--- config.mk ---
export PLATFORM = sky130hd
export DESIGN_NAME = reaction_trial_ctrl
export DESIGN_NICKNAME = d
export VERILOG_FILES = /design/src/rtl/reaction_trial_ctrl.sv
export SDC_FILE = /design/constraint.sdc
export NUM_CORES = 1
export LEC_CHECK = 0
export BUFFER_PORTS_ARGS = -buffer_cell sky130_fd_sc_hd__buf_2
export CELL_PAD_IN_SITES_DETAIL_PLACEMENT = 2
export CELL_PAD_IN_SITES_GLOBAL_PLACEMENT = 2
export CORE_MARGIN = 3
export CORE_UTILIZATION = 38
export CTS_CLUSTER_DIAMETER = 120
export DETAILED_ROUTE_END_ITERATION = 10
export PLACE_DENSITY_LB_ADDON = 0.2
export SKIP_CTS_REPAIR_TIMING = 1
export SYNTH_ARGS = -nofsm -noshare
export SYNTH_HDL_FRONTEND = slang
export SYNTH_SLANG_ARGS = --single-unit
--- constraint.sdc ---
create_clock -name clk -period 4.8 [get_ports clk]
set_input_delay 0.96 -clock clk [delete_from_list [all_inputs] [get_ports clk]]
set_output_delay 0.96 -clock clk [all_outputs]
set_load 0.01 [all_outputs]
--- src/rtl/reaction_trial_ctrl.sv ---
// Reaction-time trial controller.
// A session runs NUM_TRIALS successful trials. Each trial waits a random
// delay (never below MIN_DELAY_MS) with the light dark, then turns the light
// white and times the player's press in ms. An early press (red) or no press
// within TIMEOUT_MS (yellow) costs a PENALTY_MS hold, and the same trial is
// then retried. After the last trial the controller shows the summary.
//
// Ports:
//   clk, rst            clock, synchronous active-high reset
//   start, enter        one-cycle debounced button pulses
//   ms_tick             one-cycle pulse every millisecond
//   rand_delay          random wait in ms, sampled when a wait begins
//   color_r/g/b         RGB light intensity, 0-7
//   rt_ms, rt_valid     last reaction time and its one-cycle update strobe
//   best_ms, avg_ms     session minimum and average (average valid with done)
//   trial_idx           current trial number
//   fault_cnt           early plus late faults this session, saturating
//   done                high while the session summary is shown
module reaction_trial_ctrl #(
  parameter int unsigned NUM_TRIALS   = 4,
  parameter int unsigned TIME_W       = 10,
  parameter int unsigned TIMEOUT_MS   = 1000,
  parameter int unsigned PENALTY_MS   = 5000,
  parameter int unsigned MIN_DELAY_MS = 500
) (
  input  logic                          clk,
  input  logic                          rst,
  input  logic                          start,
  input  logic                          enter,
  input  logic                          ms_tick,
  input  logic [TIME_W-1:0]             rand_delay,
  output logic [2:0]                    color_r,
  output logic [2:0]                    color_g,
  output logic [2:0]                    color_b,
  output logic [TIME_W-1:0]             rt_ms,
  output logic                          rt_valid,
  output logic [TIME_W-1:0]             best_ms,
  output logic [TIME_W-1:0]             avg_ms,
  output logic [$clog2(NUM_TRIALS)-1:0] trial_idx,
  output logic [7:0]                    fault_cnt,
  output logic                          done
);

  localparam int unsigned IDX_W  = $clog2(NUM_TRIALS);
  localparam int unsigned SUM_W  = TIME_W + IDX_W;
  // The penalty hold is wider than the ms time fields.
  localparam int unsigned HOLD_W = $clog2(PENALTY_MS + 1);

  localparam logic [TIME_W-1:0] MIN_DELAY = TIME_W'(MIN_DELAY_MS);
  localparam logic [TIME_W-1:0] TIMEOUT   = TIME_W'(TIMEOUT_MS);
  localparam logic [HOLD_W-1:0] PENALTY   = HOLD_W'(PENALTY_MS);
  localparam logic [IDX_W-1:0]  LAST_IDX  = IDX_W'(NUM_TRIALS - 1);

  typedef enum logic [2:0] {
    S_IDLE,
    S_RWAIT,
    S_WHITE,
    S_RECORD,
    S_RED,
    S_YELLOW,
    S_SUMMARY
  } state_t;

  state_t              state;
  state_t              state_nxt;
  logic [TIME_W-1:0]   wait_cnt;
  logic [TIME_W-1:0]   react_cnt;
  logic [HOLD_W-1:0]   hold_cnt;
  logic [TIME_W-1:0]   cap;
  logic [SUM_W-1:0]    sum;
  logic [SUM_W-1:0]    sum_nxt;
  logic [TIME_W-1:0]   wait_load;

  // Light colour {r,g,b} shown in each state.
  function automatic logic [8:0] color_of(input state_t s);
    case (s)
      S_IDLE:            return {3'd0, 3'd2, 3'd0};
      S_RWAIT:           return {3'd0, 3'd0, 3'd0};
      S_WHITE, S_RECORD: return {3'd4, 3'd2, 3'd3};
      S_RED:             return {3'd7, 3'd0, 3'd0};
      S_YELLOW:          return {3'd7, 3'd2, 3'd0};
      S_SUMMARY:         return {3'd0, 3'd0, 3'd4};
      default:           return {3'd0, 3'd0, 3'd0};
    endcase
  endfunction

  assign wait_load = (rand_delay < MIN_DELAY) ? MIN_DELAY : rand_delay;
  assign sum_nxt   = sum + SUM_W'(cap);

  // Next-state decode; priorities give enter precedence over the
  // simultaneous wait-expiry tick and over the reaction timeout.
  always_comb begin
    state_nxt = state;
    case (state)
      S_IDLE, S_SUMMARY: begin
        if (start) state_nxt = S_RWAIT;
      end
      S_RWAIT: begin
        if (enter && wait_cnt != '0) state_nxt = S_RED;
        else if (wait_cnt == '0)     state_nxt = S_WHITE;
      end
      S_WHITE: begin
        if (enter)                   state_nxt = S_RECORD;
        else if (react_cnt == TIMEOUT) state_nxt = S_YELLOW;
      end
      S_RECORD: begin
        state_nxt = (trial_idx == LAST_IDX) ? S_SUMMARY : S_RWAIT;
      end
      S_RED, S_YELLOW: begin
        // Leave on the tick that would take the hold to zero.
        if (ms_tick && hold_cnt <= HOLD_W'(1)) state_nxt = S_RWAIT;
      end
      default: state_nxt = S_IDLE;
    endcase
  end

  // State, counters, statistics and registered outputs.
  always_ff @(posedge clk) begin
    if (rst) begin
      state     <= S_IDLE;
      {color_r, color_g, color_b} <= color_of(S_IDLE);
      rt_ms     <= '0;
      rt_valid  <= 1'b0;
      best_ms   <= '1;
      avg_ms    <= '0;
      trial_idx <= '0;
      fault_cnt <= '0;
      done      <= 1'b0;
      wait_cnt  <= '0;
      react_cnt <= '0;
      hold_cnt  <= '0;
      cap       <= '0;
      sum       <= '0;
    end else begin
      state    <= state_nxt;
      {color_r, color_g, color_b} <= color_of(state_nxt);
      done     <= (state_nxt == S_SUMMARY);
      rt_valid <= 1'b0;

      // Random wait: load on entry, count down on ticks.
      if (state_nxt == S_RWAIT && state != S_RWAIT) begin
        wait_cnt <= wait_load;
      end else if (state == S_RWAIT && ms_tick && wait_cnt != '0) begin
        wait_cnt <= wait_cnt - TIME_W'(1);
      end

      // Reaction timer: cleared on entry, stops at the timeout value.
      if (state_nxt == S_WHITE && state != S_WHITE) begin
        react_cnt <= '0;
      end else if (state == S_WHITE && ms_tick && react_cnt != TIMEOUT) begin
        react_cnt <= react_cnt + TIME_W'(1);
      end

      if (state == S_WHITE && enter) cap <= react_cnt;

      // Fault entry counts once and arms the penalty hold.
      if ((state_nxt == S_RED || state_nxt == S_YELLOW) && state_nxt != state) begin
        if (fault_cnt != 8'hFF) fault_cnt <= fault_cnt + 8'd1;
        hold_cnt <= PENALTY;
      end else if ((state == S_RED || state == S_YELLOW) && ms_tick && hold_cnt != '0) begin
        hold_cnt <= hold_cnt - HOLD_W'(1);
      end

      // New session clears the per-session statistics.
      if ((state == S_IDLE || state == S_SUMMARY) && start) begin
        trial_idx <= '0;
        fault_cnt <= '0;
        sum       <= '0;
        best_ms   <= '1;
      end

      if (state == S_RECORD) begin
        rt_ms    <= cap;
        rt_valid <= 1'b1;
        if (cap < best_ms) best_ms <= cap;
        sum      <= sum_nxt;
        if (trial_idx == LAST_IDX) begin
          avg_ms <= TIME_W'(sum_nxt >> IDX_W);
        end else begin
          trial_idx <= trial_idx + IDX_W'(1);
        end
      end
    end
  end

endmodule

==> reports/metrics.csv, run 1 <==
metric;value;unit
RD Place Congestion;0.803;
largest net degree at the start of global routing;48;
Crit. End Element;flip-flop;
Crit Path Max Fanout;16;
NumNets Final;693;
GRT Util Overall;21.2;%
XOR/XNOR share of the synthesized area;6.24;%
Die Width;123;um
number of synthesized flops with an enable pin;0;
clk sinks;105;
post-synth top area share;40.5;%
final worst slack;2.12;ns
placed insts;815;
site row count;42;
first-pass GRT wire length;25200;um
share of layout cells above drive strength 1;14.8;%
Max IR drop VDD;0.172;mV
post-route clock period utilization;55.9;%
Pleak;2.55;nW
hpwl dp;11000;um
ys flop type;dfxtp_1;
H-tree depth;3;
largest family of logic cells by synthesized area;simple AND/OR/NAND/NOR gates;
Synth Area in Adders;6.89;%
initial antenna violation count;0;
Initial Utilization;39.0;%
number of I/O pins;66;
Post-Syn Instances;600;
Netlist cell types;64;
Worst Path Arrival;2.92;ns
Post-route DRC;0;
pwr/cell area;399;nW/um^2
Seq/Total Area, Yosys;40.5;%
Mean Syn Cell Area;8.65;um^2
Synth Area in Simple Gates;24.5;%
CP cell instances;and2b_1 -> or4b_1 -> o21a_1 -> o2111ai_2 -> nand4_4 -> nor3b_1 -> a211oi_1;
post-synth top area cell;dfxtp_1;
total core area;13300;um^2
WL final;15100;um
setup_tns;0;ns
clk root buf;clkbuf_16;
total gr overflow;0;
1st-iter DRT viols;170;
CP top delay family;simple AND/OR/NAND/NOR gates;
FF-to-FF setup slack;2.12;ns
Via density;5.37;
worst slack at placement;1.75;ns
vias in the first global route;4999;
Clk pin slew, worst setup/hold paths;0.07;ns
WL per Instance;18.1;um
Slew headroom;54.9;%
die area;15100;um^2
Worst path max stage delay;0.77;ns
clk_lat worst skew;0.36;ns
vias post-DR;4463;
ant diodes;0;
total CTS buffers;9;
Slew Viols, Final;0;
RSZ-0062 raised after global routing;no;
CTS tree;yes;
status;finished clean;
Setup Skew;0.00704;ns
crit start category;flip-flop;
fmax;372;MHz
Critical-path top delay cell;or4b_1;
ys async rst share;0;%
Pre-Repair DR Iteration Count;4;
compound-cell area share of the yosys netlist;14.9;%
Crit Path Category;flip-flop to flip-flop;
die height;123;um
dominant cells by area after synthesis;dfxtp_1 (41%), ha_1 (6.5%), nand2_1 (6.4%);
worst hold slack;0.456;ns
Final min period;2.68;ns
actual slew at the worst max-slew pin;0.677;ns
Clock Tree Buf Depth;2;
Area Growth Syn to Fin;14.3;%
Max-cap violations;0;
final hold viol count;0;
Post-Syn Area;5190;um^2
Syn. warnings;0;
crit path buf inv count;0;
Worst Path Required;5.03;ns
final core utilization;44.6;%
flops & latches, synth;105;
mux cell area share after synthesis;2.77;%
fill count;1479;
Layout Cells excl Fill;831;
worst hold path type;flip-flop to flip-flop;
Port Buffers;63;
count of final setup violators;0;
DRT antenna net count;0;
## placed cells by master, fill, tap and decap left out, types with 3 or more instances in the layout
cell,n
buf_2,63
or3_1,9
nor4_1,9
and3_1,4
xor2_1,14
a31oi_1,7
or2_2,3
mux2i_1,11
nand4_1,9
xnor2_1,23
nand2b_1,15
a21oi_1,50
ha_1,27
nand3_1,9
nor2b_1,5
o21bai_1,5
dfxtp_1,105
inv_1,22
o21ai_0,15
nand2_1,88
clkbuf_16,9
a211oi_1,12
a22o_1,8
mux2_2,3
o21a_1,3
a21o_1,4
nor3b_1,9
nor2_1,53
nor3_1,8
and2_1,4
## cell usage after synthesis, types with 3 or more instances
cell type / n
nor2b_1: 5
nor3_1: 8
xnor2_1: 23
nor2_1: 53
a21oi_1: 50
or2_2: 3
ha_1: 27
and3_1: 4
a21o_1: 4
a31oi_1: 7
nand4_1: 9
o21a_1: 3
nand2b_1: 15
mux2i_1: 11
a211oi_1: 12
and2_1: 4
o21ai_0: 15
nor4_1: 9
dfxtp_1: 105
nand3_1: 9
o21bai_1: 5
or3_1: 9
mux2_2: 3
buf_4: 4
a22o_1: 8
inv_1: 22
nor3b_1: 9
clkbuf_1: 19
xor2_1: 14
nand2_1: 88
## stage by stage
step | cell area, um^2 | total power, mW
floorplan | 5190 | 1.44
global placement | 5610 | 1.54
detailed placement | 5610 | 1.57
CTS | 5930 | 2.39
global route | 5930 | 2.50
finish | 5930 | 2.36
## cell families after synthesis
group,after synthesis
adders and majority gates,28
and+or+nand+nor,245
buffers and inverters,49
AOI/OAI and AO/OA,121
muxes,14
DFF,105
xor gates and xnor gates,37
other,1
## registers in the layout, indices dropped and copies added (netlist names)
name and cells:
wait_cnt 10, state 3, color_g 1, best_ms 10
rt_ms 10, color_r 2, trial_idx 2, react_cnt 10
cap 10, sum 12, rt_valid 1, avg_ms 10
fault_cnt 8, color_b 2, done 1, hold_cnt 13
## area by class of cell
cell class / instances / area (um^2) / share of cell area, %
clock buffers: 10 / 229 / 3.86
inverters: 22 / 82.6 / 1.39
repair buffers: 65 / 330 / 5.57
clock inverters: 6 / 90.1 / 1.52
well taps: 176 / 220 / 3.71
multi-input cells: 447 / 2880 / 48.5
flip-flops and latches: 105 / 2100 / 35.4
## tightest hold or removal path, cell delays in order (launching register included)
cell and delay (ns):
dfxtp_1 0.31, nand2_1 0.05, a21oi_1 0.05
## routing by layer
layer	up-vias	routed length (um)	track usage, %
li1	2178	-	-
met1	2223	6370	24.2
met2	46	8050	39.6
met3	16	398	3.50
met4	0	263	7.49
met5	-	0	0
## final timing paths
path,start,to,depth (start not counted)
min reg2reg,rt_ms[4]$_SDFFE_PP0P_,rt_ms[4]$_SDFFE_PP0P_,2
max,state[1]$_SDFF_PP0_,wait_cnt[8]$_SDFFE_PP0P_,7
max reg2reg,state[1]$_SDFF_PP0_,wait_cnt[8]$_SDFFE_PP0P_,7
min,rt_ms[4]$_SDFFE_PP0P_,rt_ms[4]$_SDFFE_PP0P_,2
## power breakdown
group          internal [mW]  switching, mW
logic                  0.217          0.308
registers              0.944         0.0770
clock network          0.461          0.358
(Power assumes the default switching activity.)
==> inputs of run 2 (changes only) <==
--- a/config.mk
+++ b/config.mk
@@ -5,11 +5,12 @@
 export SDC_FILE = /design/constraint.sdc
 export NUM_CORES = 1
 export LEC_CHECK = 0
+export ABC_AREA = 1
 export BUFFER_PORTS_ARGS = -buffer_cell sky130_fd_sc_hd__buf_2
 export CELL_PAD_IN_SITES_DETAIL_PLACEMENT = 2
 export CELL_PAD_IN_SITES_GLOBAL_PLACEMENT = 2
 export CORE_MARGIN = 3
-export CORE_UTILIZATION = 38
+export CORE_UTILIZATION = 30
 export CTS_CLUSTER_DIAMETER = 120
 export DETAILED_ROUTE_END_ITERATION = 10
 export PLACE_DENSITY_LB_ADDON = 0.2
==> constraint.sdc (replaced) <==
create_clock -name clk -period 2.21 [get_ports clk]
set_input_delay 0.442 -clock clk [delete_from_list [all_inputs] [get_ports clk]]
set_output_delay 0.442 -clock clk [all_outputs]
set_load 0.01 [all_outputs]
==> run 2 against run 1 <==
Compared with the run above:
- die area increased by 34%
- sequential share of layout area decreased by 4.3 points
- non-clock buffer count increased by 29
- total power increased to 2.6 times the previous value
- utilization decreased by 7.0 points
- synthesized cell count increased by 30%
- wire length increased by 24%
- largest power group is now combinational cells
==> reports/metrics.csv, run 2 <==
metric;value;unit
number of synthesized flops with an enable pin;0;
count of final setup violators;0;
most common cell in the synthesized netlist;nand2_1;
final instance area;6800;um^2
Seq/Total Area, Yosys;37.8;%
setup_tns;0;ns
Worst Path Required;2.51;ns
placed inst area;6210;um^2
share of layout cells above drive strength 1;22.4;%
Pre-Repair DR Iteration Count;4;
fmax;470;MHz
die area;20200;um^2
Clk pin slew, worst setup/hold paths;0.08;ns
CTS tree;yes;
grt met3 use;2.92;%
Syn. warnings;0;
GRT Util Overall;18.5;%
total core area;18100;um^2
Post-route DRC;0;
Biggest register;hold_cnt;
die height;142;um
WL final;18700;um
total gr overflow;0;
post-synth top area share;37.8;%
Post-Syn Instances;779;
area taken by multi-input logic gates;3160;um^2
clk sinks;105;
number of I/O pins;66;
Layout Cells excl Fill;1099;
hold depth;2;
Final min period;2.13;ns
vias post-DR;5397;
post-synth top area cell;dfxtp_1;
Die Width;142;um
Max-cap violations;0;
worst hold path type;input port to flip-flop;
dominant cells by area after synthesis;dfxtp_1 (38%), nand2_1 (11%), inv_1 (6.5%);
worst hold slack;0.328;ns
Pleak;3.19;nW
crit start category;flip-flop;
Worst Path Arrival;2.43;ns
final hold viol count;0;
Netlist cell types;43;
Mean Syn Cell Area;7.14;um^2
vias in the first global route;5884;
fill count;2125;
Initial Utilization;30.8;%
Worst Reg-to-Reg Cells;15;
Register Area;2110;um^2
post-route clock period utilization;96.4;%
RD Place Congestion;0.821;
1st-iter DRT viols;210;
met2 usage;33.7;%
flops & latches, synth;105;
Area Growth Syn to Fin;22.2;%
hpwl dp;13900;um
met1 Usage GRT;22.7;%
site row count;49;
Post-synth top cells;nand2_1 (165), dfxtp_1 (105), inv_1 (96);
Crit Path Max Fanout;3;
WL per Instance;17.0;um
pwr/cell area;900;nW/um^2
largest net degree at the start of global routing;32;
max reg flops;13;
NumNets Final;908;
Max IR drop VDD;0.378;mV
Port Buffers;63;
status;finished clean;
first-pass GRT wire length;30100;um
ys async rst share;0;%
Post-Syn Area;5560;um^2
clk_lat worst skew;0.37;ns
placed insts;1068;
DRT antenna net count;0;
ant diodes;0;
Setup Skew;0.0138;ns
Most Crowded Layer GR;met2;
Crit Path Category;flip-flop to flip-flop;
Regs by FF count;hold_cnt: 13 flops, sum: 12 flops;
total CTS buffers;9;
ys flop type;dfxtp_1;
H-tree depth;3;
clk root buf;clkbuf_16;
most frequent cells in the layout;nand2_1 (158), dfxtp_1 (97), inv_1 (91);
Slew Viols, Final;0;
most common cell after layout, fill and taps aside;nand2_1;
initial antenna violation count;0;
Crit. End Element;flip-flop;
Clock Tree Buf Depth;2;
Via density;4.91;
[run 2: critical path, stage by stage (launching register included)]
cell and delay, ns:
dfxtp_2 0.34, inv_2 0.09, ha_4 0.14, nand2_2 0.06, nor2_4 0.13, nand3_2 0.09
nand2_2 0.11, nand3_2 0.09, nor2_4 0.21, buf_12 0.14, inv_2 0.04, a21oi_1 0.22
nand4_1 0.16, nand2_1 0.12, nor2_1 0.06, nor2_1 0.08
[run 2: kinds of logic (layout without fill, tap and decap cells)]
logic type / after synthesis / after routing / share of synthesized area, %
AND/OR/NAND/NOR: 351 / 353 / 28.6
AO/OA/AOI/OAI: 144 / 144 / 14.4
adder cells (fa/ha/maj): 28 / 28 / 6.43
flip-flops: 105 / 105 / 37.8
buffers and inverters: 124 / 212 / 8.68
other: 1 / 2 / 0.0674
XOR/XNOR: 26 / 26 / 4.09
[run 2: area by class of cell]
class / count / area share, %
clock buffers: 10 / 3.51
clock inverters: 6 / 0.699
inverters: 102 / 5.67
multi-input cells: 553 / 46.5
flip-flops and latches: 105 / 31.1
well taps: 229 / 4.21
repair buffers: 94 / 8.30
[run 2: per-stage QoR]
step / total power, mW / worst slack, ns / utilization (%)
finish: 6.12 / 0.0806 / 37.6
global route: 6.57 / -0.0750 / 37.6
CTS: 5.80 / -0.0648 / 35.9
detailed placement: 4.17 / -0.00656 / 34.3
global placement: 4.06 / 0.124 / 34.3
floorplan: 3.61 / 0.351 / -
[run 2: path summary, 6_finish.rpt]
kind                                                  to  slack, ns                      start
worst max register to register  wait_cnt[9]$_SDFFE_PP0P_       0.08  react_cnt[0]$_SDFFE_PP0P_
worst min register to register       sum[8]$_SDFFE_PP0P_       0.47        sum[8]$_SDFFE_PP0P_
worst max-delay path            wait_cnt[9]$_SDFFE_PP0P_       0.08  react_cnt[0]$_SDFFE_PP0P_
worst min-delay path            wait_cnt[5]$_SDFFE_PP0P_       0.33              rand_delay[5]
[run 2: layer usage]
| metal | share of wire [%] | up-vias |
|---|---|---|
| met5 | 0 | - |
| li1 | - | 2673 |
| met1 | 44 | 2643 |
| met4 | 1.7 | 0 |
| met2 | 52 | 57 |
| met3 | 2.4 | 24 |
[run 2: power breakdown]
part | total [mW] | switching (mW) | internal (mW)
Combinational | 2.26 | 1.41 | 0.843
Sequential | 2.25 | 0.183 | 2.07
Clock | 1.61 | 0.798 | 0.809
==> inputs of run 3 (changes only) <==
--- a/config.mk
+++ b/config.mk
@@ -5,13 +5,14 @@
 export SDC_FILE = /design/constraint.sdc
 export NUM_CORES = 1
 export LEC_CHECK = 0
-export ABC_AREA = 1
+export ABC_AREA = 0
 export BUFFER_PORTS_ARGS = -buffer_cell sky130_fd_sc_hd__buf_2
 export CELL_PAD_IN_SITES_DETAIL_PLACEMENT = 2
 export CELL_PAD_IN_SITES_GLOBAL_PLACEMENT = 2
 export CORE_MARGIN = 3
-export CORE_UTILIZATION = 30
+export CORE_UTILIZATION = 32
 export CTS_CLUSTER_DIAMETER = 120
+export CTS_CLUSTER_SIZE = 25
 export DETAILED_ROUTE_END_ITERATION = 10
 export PLACE_DENSITY_LB_ADDON = 0.2
 export SKIP_CTS_REPAIR_TIMING = 1
==> run 3 against run 2 <==
Compared with the run above:
- the run now ends with negative setup slack left
- register-to-register slack got worse by 0.27 ns
- via count decreased by 11%
- cell area decreased by 1.4%
- sequential share of layout area increased by 0.45 points
- clock power increased by 16%
- die area decreased by 12%
- total power decreased by 5.6%
- first-iteration DRC count decreased by 8.6%
- sequential power decreased by 2%
- global-route usage decreased by 0.082 points
- highest routed layer unchanged
==> reports/metrics.csv, run 3 (same netlist as run 1, synthesis figures left out) <==
metric;value;unit
status;finished, violations left;
violated checks;negative setup slack;
CP top delay family;simple AND/OR/NAND/NOR gates;
Critical-path top delay cell;or4_4;
Setup Skew;0.00764;ns
placed inst area;6020;um^2
ant diodes;0;
total core area;15500;um^2
Clock Tree Buf Depth;2;
worst hold path type;input port to flip-flop;
post-route clock period utilization;109;%
crit path buf inv count;1;
Pre-Repair DR Iteration Count;4;
Initial Utilization;33.4;%
WL per Instance;18.6;um
total gr overflow;0;
Slew headroom;56.1;%
Via density;5.16;
WL final;17300;um
clk sinks;105;
worst slack at placement;-0.163;ns
Post-route DRC;0;
RSZ-0062 raised after global routing;yes;
vias post-DR;4794;
share of layout cells above drive strength 1;28.4;%
Final Total Pwr;5.78;mW
final worst slack;-0.194;ns
Crit Path Category;flip-flop to flip-flop;
Worst Path Arrival;2.69;ns
Worst path max stage delay;0.55;ns
Pleak;2.92;nW
CP cell instances;or4_4 -> nor4_4 -> a41oi_2 -> o2111ai_2 -> nand4_4 -> buf_6 -> mux2_2 -> nor2_2;
Area Growth Syn to Fin;29.2;%
crit start category;flip-flop;
Final min period;2.40;ns
number of I/O pins;66;
initial antenna violation count;0;
site row count;45;
Worst Path Required;2.50;ns
Crit. End Element;flip-flop;
actual slew at the worst max-slew pin;0.656;ns
Max-cap violations;0;
total CTS buffers;9;
clk_lat worst skew;0.35;ns
fmax;416;MHz
count of final setup violators;16;
RD Place Congestion;0.781;
hpwl dp;12100;um
NumNets Final;758;
Crit Path Max Fanout;7;
most common cell after layout, fill and taps aside;dfxtp_1;
pwr/cell area;861;nW/um^2
final hold viol count;0;
1st-iter DRT viols;192;
clk root buf;clkbuf_16;
Max IR drop VDD;0.442;mV
Clk pin slew, worst setup/hold paths;0.07;ns
final instance area;6710;um^2
H-tree depth;3;
die height;133;um
Port Buffers;63;
Regs by FF count;hold_cnt: 13 flops, sum: 12 flops;
die area;17800;um^2
CTS tree;yes;
GRT Util Overall;18.4;%
Biggest register;hold_cnt;
first-pass GRT wire length;26500;um
most frequent cells in the layout;dfxtp_1 (96), nand2_1 (86), buf_4 (64);
Die Width;133;um
DRT antenna net count;0;
max reg flops;13;
Slew Viols, Final;0;
vias in the first global route;5155;
largest net degree at the start of global routing;35;
run 3: cell count changes in the layout (fill, tap and decap cells not counted), sizes merged, moves of 35 or more:
cell,delta
nand2,-84
inv,-82
nand3,-38
nor2,-37
buf,+36
o21ai,-35
run 3: routing by layer:
metal / routed length [um] / up-vias / track usage [%]
met5: 0 / - / 0
met4: 266 / 0 / 6.57
met3: 528 / 18 / 3.10
met2: 9090 / 70 / 33.6
met1: 7380 / 2404 / 21.7
li1: - / 2302 / -
run 3: worst paths after layout:
kind                                                  to  cells past startpoint  slack [ns]                      from
worst min-delay path            wait_cnt[1]$_SDFFE_PP0P_                      4        0.44             rand_delay[1]
worst max register to register  wait_cnt[0]$_SDFFE_PP0P_                      8       -0.19  hold_cnt[5]$_SDFFE_PP0P_
worst max-delay path            wait_cnt[0]$_SDFFE_PP0P_                      8       -0.19  hold_cnt[5]$_SDFFE_PP0P_
worst min register to register     rt_ms[5]$_SDFFE_PP0P_                      2        0.46     rt_ms[5]$_SDFFE_PP0P_
run 3: area by class of cell:
class / instances / area [um^2]
well taps: 211 / 264
repair buffers: 130 / 830
multi-input cells: 447 / 3080
clock buffers: 11 / 243
clock inverters: 3 / 90.1
flip-flops and latches: 105 / 2120
inverters: 22 / 82.6
fillers: 1715 / 8830
run 3: per-stage QoR:
stage          hold WS (ns)  instances  TNS (ns)  utilization [%]
3_5_place_dp          0.455        898     -1.40             38.7
4_1_cts               0.434        912     -2.18             40.9
2_1_floorplan         0.429        601         0                -
3_3_place_gp          0.441        898    -0.331             38.7
6_report              0.438        929     -1.94             43.2
5_1_grt               0.447        929     -4.36             43.2
run 3: report_power, final:
part / internal [mW] / switching, mW
registers: 2.05 / 0.158
logic: 0.806 / 0.889
clock network: 1.13 / 0.744
total: 3.99 / 1.79
run 3: worst register-to-register path: stages (launching register included):
cell and delay [ns]:
dfxtp_2 0.32, or4_4 0.55, nor4_4 0.32, a41oi_2 0.17, o2111ai_2 0.32, nand4_4 0.14
buf_6 0.17, mux2_2 0.28, nor2_2 0.08
